## config.mk

```make
export PLATFORM = sky130hd
export DESIGN_NAME = updown_step_sched_flat
export DESIGN_NICKNAME = d
export VERILOG_FILES = /design/src/rtl/updown_step_sched_pkg.sv /design/src/rtl/updown_step_sched_if.sv /design/src/rtl/updown_step_sched_rr_arb2.sv /design/src/rtl/updown_step_sched.sv /design/src/flat_wrapper.sv
export SDC_FILE = /design/constraint.sdc
export NUM_CORES = 1
export LEC_CHECK = 0
export BUFFER_PORTS_ARGS = -buffer_cell sky130_fd_sc_hd__buf_4
export CORE_MARGIN = 5
export CORE_UTILIZATION = 50
export DETAILED_ROUTE_END_ITERATION = 12
export HOLD_SLACK_MARGIN = 0.03
export PLACE_DENSITY = 0.81
export SYNTH_ARGS = -nofsm -noshare
export SYNTH_HDL_FRONTEND = slang
export SYNTH_SLANG_ARGS = --single-unit
```

## constraint.sdc

```tcl
create_clock -name clk -period 1.8 [get_ports clk]
set_input_delay 0.09 -clock clk [delete_from_list [all_inputs] [get_ports clk]]
set_output_delay 0.09 -clock clk [all_outputs]
set_load 0.01 [all_outputs]
```

## src/rtl/updown_step_sched_pkg.sv

```systemverilog
// Shared types and constants for the up/down step scheduler.
// Latency: none (declarations only).
// Backpressure: none.
// Contents: FSM state enum, direction constants, 7-segment glyphs.
package updown_pkg;

  typedef enum logic [1:0] {
    IDLE  = 2'd0,
    STEP  = 2'd1,
    WAIT  = 2'd2,
    CLEAR = 2'd3
  } state_t;

  localparam logic DIR_UP = 1'b1;
  localparam logic DIR_DN = 1'b0;

  localparam logic [6:0] SEG_UP  = 7'b0111110;
  localparam logic [6:0] SEG_DN  = 7'b1011110;
  localparam logic [6:0] SEG_OFF = 7'b0000000;

endpackage

```

## src/rtl/updown_step_sched_if.sv

```systemverilog
// Request/grant bundle between the up/down requesters and the step scheduler.
// Latency: none (wires only).
// Backpressure: none; requests are levels, strobes are single-cycle.
// Ports: req_up/req_dn/req_clr (requester -> scheduler), gnt_up/gnt_dn/step/
//        dir/cnt_clr/count/seg/busy (scheduler -> counter, display, requesters).
interface updown_step_sched_if #(
  parameter int WIDTH = 4
);
  logic             req_up;
  logic             req_dn;
  logic             req_clr;
  logic             gnt_up;
  logic             gnt_dn;
  logic             step;
  logic             dir;
  logic             cnt_clr;
  logic [WIDTH-1:0] count;
  logic [6:0]       seg;
  logic             busy;

  // Requester side.
  modport master (
    output req_up, req_dn, req_clr,
    input  gnt_up, gnt_dn, step, dir, cnt_clr, count, seg, busy
  );

  // Scheduler side.
  modport slave (
    input  req_up, req_dn, req_clr,
    output gnt_up, gnt_dn, step, dir, cnt_clr, count, seg, busy
  );
endinterface

```

## src/rtl/updown_step_sched_rr_arb2.sv

```systemverilog
// Two-input round-robin arbiter with a last-grant pointer.
// Latency: grant is combinational from req; pointer updates on the enabled edge.
// Backpressure: none; the caller decides when a grant is taken via en.
// Ports: clk, clr_n (sync active-low), en, req[0]=up/req[1]=dn, gnt one-hot.
module rr_arb2 (
  input  logic       clk,
  input  logic       clr_n,
  input  logic       en,
  input  logic [1:0] req,
  output logic [1:0] gnt
);

  // 1 = requester 1 (dn) was granted last, so requester 0 (up) wins a tie.
  logic last_dn_q;

  always_comb begin
    gnt = 2'b00;
    if (req[0] && (!req[1] || last_dn_q)) begin
      gnt = 2'b01;
    end else if (req[1]) begin
      gnt = 2'b10;
    end
  end

  always_ff @(posedge clk) begin
    if (!clr_n) begin
      last_dn_q <= 1'b1;
    end else if (en && (gnt != 2'b00)) begin
      last_dn_q <= gnt[1];
    end
  end

endmodule

```

## src/rtl/updown_step_sched.sv

```systemverilog
// Step scheduler + round-robin arbiter sharing a WIDTH-bit up/down counter.
// Latency: request seen at an IDLE edge -> grant/step/new count after that edge;
//          held requests repeat every PACE cycles.
// Backpressure: none; requests are levels, clear pre-empts any step in progress.
// Ports: clk, clr_n (sync active-low), bus (slave side of updown_step_sched_if).
// Config: define UPDOWN_SAT_EN to saturate count at 0 / 2^WIDTH-1 instead of wrapping.
module updown_step_sched
  import updown_pkg::*;
#(
  parameter int WIDTH = 4,
  parameter int PACE  = 4
) (
  input  logic                clk,
  input  logic                clr_n,
  updown_step_sched_if.slave  bus
);

  localparam int WW = (PACE > 2) ? $clog2(PACE) : 1;

  state_t           state_q, state_d;
  logic [WW-1:0]    wait_q;
  logic             gnt_up_q, gnt_dn_q;
  logic             step_ok_q;
  logic [WIDTH-1:0] count_q;
  logic [6:0]       seg_q;

  logic             any_req;
  logic             arb_pt;
  logic             arb_fire;
  logic [1:0]       win;
  logic             step_ok_d;
  logic [WIDTH-1:0] count_nxt;

  assign any_req  = bus.req_up | bus.req_dn;
  // Arbitration happens in IDLE and on the last WAIT cycle; clear overrides it.
  assign arb_pt   = (state_q == IDLE) | ((state_q == WAIT) & (wait_q == '0));
  assign arb_fire = arb_pt & any_req & ~bus.req_clr;

  rr_arb2 u_arb (
    .clk   (clk),
    .clr_n (clr_n),
    .en    (arb_fire),
    .req   ({bus.req_dn, bus.req_up}),
    .gnt   (win)
  );

  assign count_nxt = win[0] ? (count_q + WIDTH'(1)) : (count_q - WIDTH'(1));

`ifdef UPDOWN_SAT_EN
  // Suppress the step at the bounds; grant and pacing still proceed.
  assign step_ok_d = win[0] ? (count_q != '1) : (count_q != '0);
`else
  assign step_ok_d = 1'b1;
`endif

  // State register.
  always_ff @(posedge clk) begin
    if (!clr_n) begin
      state_q <= IDLE;
    end else begin
      state_q <= state_d;
    end
  end

  // Next-state logic.
  always_comb begin
    state_d = state_q;
    if (bus.req_clr) begin
      state_d = CLEAR;
    end else begin
      case (state_q)
        IDLE:    if (any_req) state_d = STEP;
        STEP:    state_d = WAIT;
        WAIT:    if (wait_q == '0) state_d = any_req ? STEP : IDLE;
        CLEAR:   state_d = IDLE;
        default: state_d = IDLE;
      endcase
    end
  end

  // Registered datapath: grants, glyph and shadow count change at the
  // arbitration edge so they are valid for the whole STEP cycle.
  always_ff @(posedge clk) begin
    if (!clr_n) begin
      wait_q    <= '0;
      gnt_up_q  <= 1'b0;
      gnt_dn_q  <= 1'b0;
      step_ok_q <= 1'b0;
      count_q   <= '0;
      seg_q     <= SEG_OFF;
    end else begin
      if (state_q == STEP) begin
        wait_q <= WW'(PACE - 2);
      end else if ((state_q == WAIT) && (wait_q != '0)) begin
        wait_q <= wait_q - WW'(1);
      end

      if (bus.req_clr) begin
        gnt_up_q  <= 1'b0;
        gnt_dn_q  <= 1'b0;
        step_ok_q <= 1'b0;
        count_q   <= '0;
        seg_q     <= SEG_OFF;
      end else if (arb_fire) begin
        gnt_up_q  <= win[0];
        gnt_dn_q  <= win[1];
        step_ok_q <= step_ok_d;
        seg_q     <= win[0] ? SEG_UP : SEG_DN;
        if (step_ok_d) begin
          count_q <= count_nxt;
        end
      end else if (arb_pt) begin
        gnt_up_q <= 1'b0;
        gnt_dn_q <= 1'b0;
      end
    end
  end

  // Output logic.
  always_comb begin
    bus.step    = (state_q == STEP) & step_ok_q;
    bus.cnt_clr = (state_q == CLEAR);
    bus.busy    = (state_q != IDLE);
    bus.gnt_up  = gnt_up_q;
    bus.gnt_dn  = gnt_dn_q;
    bus.dir     = gnt_up_q ? DIR_UP : DIR_DN;
    bus.count   = count_q;
    bus.seg     = seg_q;
  end

endmodule
```

## src/flat_wrapper.sv

```systemverilog
// flat-port wrapper written by rule: the top's interface ports become plain ports
module updown_step_sched_flat import updown_pkg::*;
#(
  parameter int WIDTH = 4,
  parameter int PACE  = 4
)
  (clk, clr_n, bus_req_up, bus_req_dn, bus_req_clr, bus_gnt_up, bus_gnt_dn, bus_step, bus_dir, bus_cnt_clr, bus_count, bus_seg, bus_busy);
  updown_step_sched_if #(.WIDTH(WIDTH)) bus_i ();
  input  logic clk;
  input  logic clr_n;
  input wire logic [$bits(bus_i.req_up)-1:0] bus_req_up;
  input wire logic [$bits(bus_i.req_dn)-1:0] bus_req_dn;
  input wire logic [$bits(bus_i.req_clr)-1:0] bus_req_clr;
  output wire logic [$bits(bus_i.gnt_up)-1:0] bus_gnt_up;
  output wire logic [$bits(bus_i.gnt_dn)-1:0] bus_gnt_dn;
  output wire logic [$bits(bus_i.step)-1:0] bus_step;
  output wire logic [$bits(bus_i.dir)-1:0] bus_dir;
  output wire logic [$bits(bus_i.cnt_clr)-1:0] bus_cnt_clr;
  output wire logic [$bits(bus_i.count)-1:0] bus_count;
  output wire logic [$bits(bus_i.seg)-1:0] bus_seg;
  output wire logic [$bits(bus_i.busy)-1:0] bus_busy;
  assign bus_i.req_up = bus_req_up;
  assign bus_i.req_dn = bus_req_dn;
  assign bus_i.req_clr = bus_req_clr;
  assign bus_gnt_up = bus_i.gnt_up;
  assign bus_gnt_dn = bus_i.gnt_dn;
  assign bus_step = bus_i.step;
  assign bus_dir = bus_i.dir;
  assign bus_cnt_clr = bus_i.cnt_clr;
  assign bus_count = bus_i.count;
  assign bus_seg = bus_i.seg;
  assign bus_busy = bus_i.busy;
  updown_step_sched #(.WIDTH(WIDTH), .PACE(PACE)) u_core (.clk(clk), .clr_n(clr_n), .bus(bus_i));
endmodule
```

=== After elaboration in Yosys (flattened, before gate mapping) ===
Index checks and enable logic that the tools add are counted.

* Register bits: 19
* Input port bits: 5
* Output and inout bits: 17
* Word-level logic and storage cells: 55

* Add/sub/neg operators: 3
* Eq/ne operators: 5
* Multiplexer cells: 15
* Bitwise gates (word level): 8
* Reductions and logical operators: 15

{| class="wikitable"
|+ Operators with widths
! kind !! number
|-
| two-way mux 2 bit || 7
|-
| nonzero test 2 bit || 5
|-
| one-hot mux 2 bit (4 select lines) || 1
|-
| two-way mux 7 bit || 1
|-
| != test 3 x 2 -> 1 bit (second input constant) || 2
|-
| two-way mux 1 bit || 5
|-
| adder 4 x 1 -> 4 bit (second input constant) || 1
|-
| AND 1 bit || 4
|-
| equality test 2 bit (second input constant) || 2
|-
| logical NOT 2 bit || 2
|-
| two-way mux 4 bit || 1
|-
| OR reduction 2 bit || 2
|-
| subtractor 4 x 1 -> 4 bit (second input constant) || 1
|-
| logical AND 1 bit || 3
|-
| equality test 2 x 1 -> 1 bit (second input constant) || 1
|-
| inverter 1 bit || 2
|-
| OR 1 bit || 2
|-
| AND reduction 2 bit || 1
|-
| subtractor 2 x 1 -> 2 bit (second input constant) || 1
|-
| logical NOT 1 bit || 1
|-
| logical OR 1 bit || 1
|}

=== Depth between registers and ports, before layout ===
* Depth after elaboration: 6
* Gate-level depth with buffers: 7
* Gate-level depth less buffers: 7

=== Modules after synthesis ===
From an unflattened synthesis, not the netlist that was laid out.

* Cell total of the unflattened synthesis: 87
* Area total of the unflattened synthesis: 752.0 um2

{| class="wikitable"
|+ Modules (own cells, without submodules)
! module !! instances !! cells an instance !! area each (um2) !! sequential area each (um2)
|-
| updown_step_sched || 1 || 80 || 693.2 || 260.2
|-
| rr_arb2 || 1 || 7 || 58.8 || 20.0
|}

=== Worst setup path before layout ===
No wires, ideal clock.

* Kind: reg2reg
* Start: reg u_core.u_arb.last_dn_q
* End: reg u_core.count_q[3], in the netlist u_core.bus.count[3]
* Library setup time: 62 ps
* Data arrival time: 1529 ps
* Required time: 1738 ps
* Setup slack: 209 ps
* Stages on the path, launching flop included: 8
* Path buffers: 0
* Clock period less this slack: 1591 ps
* Path through: dfxtp_1 nand2b_1 nand2_1 ha_1 nand3_1 a221o_2 o221a_1 nand3_1

* Longest elaborated chain between the ends: 4

{| class="wikitable"
|+ RTL lines
! element !! line !! source
|-
| start: declaration || updown_step_sched_rr_arb2.sv:14 || <nowiki>logic last_dn_q;</nowiki>
|-
| start signal: assignment || updown_step_sched_rr_arb2.sv:29 || <nowiki>last_dn_q <= gnt[1];</nowiki>
|-
| logical OR 1 bit || updown_step_sched_rr_arb2.sv:18 || <nowiki>if (req[0] && (!req[1] || last_dn_q)) begin</nowiki>
|-
| logical AND 1 bit || updown_step_sched_rr_arb2.sv:18 ||
|-
| two-way mux 2 bit || updown_step_sched_rr_arb2.sv:18 ||
|-
| two-way mux 4 bit || updown_step_sched.sv:47 || <nowiki>assign count_nxt = win[0] ? (count_q + WIDTH'(1)) : (count_q - WIDTH'(1));</nowiki>
|-
| end signal: assignment || updown_step_sched.sv:110 || <nowiki>count_q <= count_nxt;</nowiki>
|-
| end: declaration || updown_step_sched.sv:24 || <nowiki>logic [WIDTH-1:0] count_q;</nowiki>
|}

No other way between the ends.
A chain may end at the register's enable or synchronous reset.

=== Worst setup path after layout ===
Same ends and word-level chain as after synthesis.

==> impl_metrics.yaml <==
run_status:
  status: "completed"
drt:
  drc: 0
  totalWireLength_mm: 1.54
  vias: 642
  routed_via_density: 5.39
  drtPass1Iterations: 2
  ant_nets: 0
  drtIter0Drc: 6
  routedWlPerCell_um: 12.9
logic_synthesis:
  yosysSeqAreaShare: 0.351
  synth_cell_types: 35
  yosysTopAreaCellShare: 0.351
  ys_ff_latch: 14
  yosys-top-cells-area: "dfxtp_1, buf_4, nor2_1"
  syn_inst: 88
  synth_area_per_cell_um2: 9.09
  synth.net_count: 97
  synth_area_leader_cell: "dfxtp_1"
  yosysWarnings: 0
  synth_area_um2: 800
critical_path:
  rr_endpoint: "u_core.bus.count[3]"
  slowest_stage: "dfxtp_1"
  worstPathMaxFanout: 7
  cp-endpoint: "u_core.bus.count[3]"
  critPathLaunchType: "register"
  r2r-start: "u_core.u_arb.last_dn_q"
  arrival_ns: 1.82
  crit_family: "compound AO/OA/AOI/OAI gates"
  crit_type: "register to register"
  path_buf_inv: 0
  crit_cells: 7
  cp.required_ns: 1.98
  cp-end-kind: "register"
  crit_start: "u_core.u_arb.last_dn_q"
  reg2reg_slack_ns: 0.16
  cpPeakStageDelay_ns: 0.31
  ff2ff_path_depth: 7
  cp_cell_sequence: "nand2b_2 -> nand2_2 -> ha_1 -> a21oi_1 -> a221o_2 -> o221a_1 -> nand3_1"
final_layout:
  nets: 113
  final_cell_area_um2: 950
  area_growth_pct: 18.8
  drive_above_1_share: 0.330
  n_antenna_cell: 0
place:
  dp_slack_ns: 0.0598
  portBuffers: 20
  gp_congestion: 0.847
  dpl.hpwl_mm: 1.20
  dpl_cell_area_um2: 908
global_route:
  grt_start_max_net_pins: 11
  grt_pass1_wl_mm: 2.59
  grt_pass1_vias: 629
  grt.total_usage: 0.134
  overflow: 0
  grt_antenna_before_repair: 0
timing:
  finalSetupViolCount: 0
  post-route-period-util: 0.913
  skew_ns: 0.00224
  layout_min_cycle_time_ns: 1.64
  setup_tns_ns: 0
  hold_violations: 0
  fmax_mhz: 608
  grt_setup_unrepaired: "no"
  maxSlewViolCount: 0
  setup_ws_ns: 0.156
clocking:
  clock_path_buffers: 2
  cts_sinks: 14
  cts-hold-fix-buffers: 0
  numCtsBuffers: 3
  post_cts_buffers: 0
  ctsRootBufferMaster: "clkbuf_4"
  cts_tree: "built"
  htree_levels: 1
  postCtsResizedCells: 0
  clk_latency_ns: 0.28
  path_clk_slew_ns: 0.08
floorplan:
  io_pins: 22
  die_w_um: 50.0
  die_area_um2: 2500
  initial_core_util: 0.531
  core_area_um2: 1510
  die_h_um: 50.0
  rows: 14
hold_path:
  hold_class: "primary input to register"
pwr:
  powerDensity_nw_per_um2: 781
  p_leak_nw: 0.429
  peakVddDrop_v: 0.000400
run:
  cap_viol_max_count: 0
kinds of logic (layout without fill, tap and decap cells):
logic type               after synthesis  count (layout)  synth area share
AND/OR/NAND/NOR                       35              35             0.293
buffers and inverters                 13              28            0.0954
adder cells (fa/ha/maj)                4               4            0.0720
other                                  1               1           0.00469
flip-flops                            14              14             0.351
XOR/XNOR                               2               2            0.0219
AO/OA/AOI/OAI                         17              17             0.138
multiplexers                           2               2            0.0250
Yosys cell counts, drive strengths merged:
library cell,number
clkbuf,1
dfxtp,14
ha,3
a21oi,5
mux2i,2
o31a,1
a211oi,1
and2b,1
or3b,1
fa,1
nor2,11
xnor2,2
nor3,2
o21a,1
nor2b,1
a221o,1
nand4b,2
inv,4
nor3b,1
and2,3
buf,8
o221a,1
nand2,4
nor4,1
conb,1
o21ai,5
nand3b,1
o22ai,2
or2,1
nand3,3
nand2b,3
placed cells by master (no fill, tap or decap), types with 2 or more instances in the layout:
cell | Yosys | final
mux2i_1 | 2 | 2
clkbuf_4 | 0 | 3
nand4b_1 | 2 | 2
a21oi_1 | 5 | 5
xnor2_1 | 2 | 2
nor2_1 | 11 | 11
o22ai_1 | 2 | 2
nand2_1 | 4 | 3
inv_1 | 4 | 4
o21ai_0 | 4 | 4
dfxtp_1 | 14 | 14
and2_1 | 2 | 2
buf_4 | 7 | 20
ha_1 | 3 | 3
nand3_1 | 3 | 3
nand2b_1 | 3 | 2
worst min path at each step:
stage,startpoint,end,cells past startpoint
after floorplan,clr_n,u_core.u_arb.last_dn_q,1
after global placement,clr_n,u_core.u_arb.last_dn_q,2
after detailed placement,clr_n,u_core.u_arb.last_dn_q,2
after CTS,clr_n,u_core.u_arb.last_dn_q,2
after global routing,clr_n,u_core.u_arb.last_dn_q,2
final,clr_n,u_core.u_arb.last_dn_q,2
flip-flops by register name, summed over array words and instances, names as in the netlist:
name	count
u_core.bus.count	4
u_core.bus.seg	3
u_core.state_q	2
u_core.wait_q	2
u_core.bus.gnt_dn	1
u_core.bus.gnt_up	1
u_core.u_arb.last_dn_q	1
stage by stage:
step           cells  power [mW]  hold slack (ns)   util
2_1_floorplan     88       0.477            0.170      -
3_3_place_gp     115       0.517            0.354  0.603
3_5_place_dp     115       0.524            0.360  0.603
4_1_cts          119       0.750           0.0578  0.627
5_1_grt          119       0.785           0.0708  0.630
6_report         119       0.742           0.0627  0.630
routing by layer:
| layer | routed length (um) | GRT usage | part of all wire | up-vias |
|---|---|---|---|---|
| met2 | 761 | 0.209 | 0.49 | 15 |
| li1 | - | - | - | 331 |
| met4 | 29 | 0.0873 | 0.019 | 0 |
| met3 | 87 | 0.0512 | 0.057 | 3 |
| met1 | 661 | 0.149 | 0.43 | 293 |
| met5 | 0 | 0 | 0 | - |
cell type report:
type / instances / area [um2]
timing repair buffer: 20 / 150
multi-input combinational: 61 / 448
clock buffer: 4 / 36.3
inverter: 4 / 15.0
tap: 16 / 20.0
fill: 128 / 557
sequential: 14 / 280
power by group:
| part | total, mW | switching, mW | internal [mW] |
|---|---|---|---|
| Combinational | 0.163 | 0.0828 | 0.0805 |
| Clock | 0.227 | 0.104 | 0.123 |
| Sequential | 0.352 | 0.0237 | 0.328 |
| Total | 0.742 | 0.210 | 0.532 |
Power figures use the tool's default switching activity.
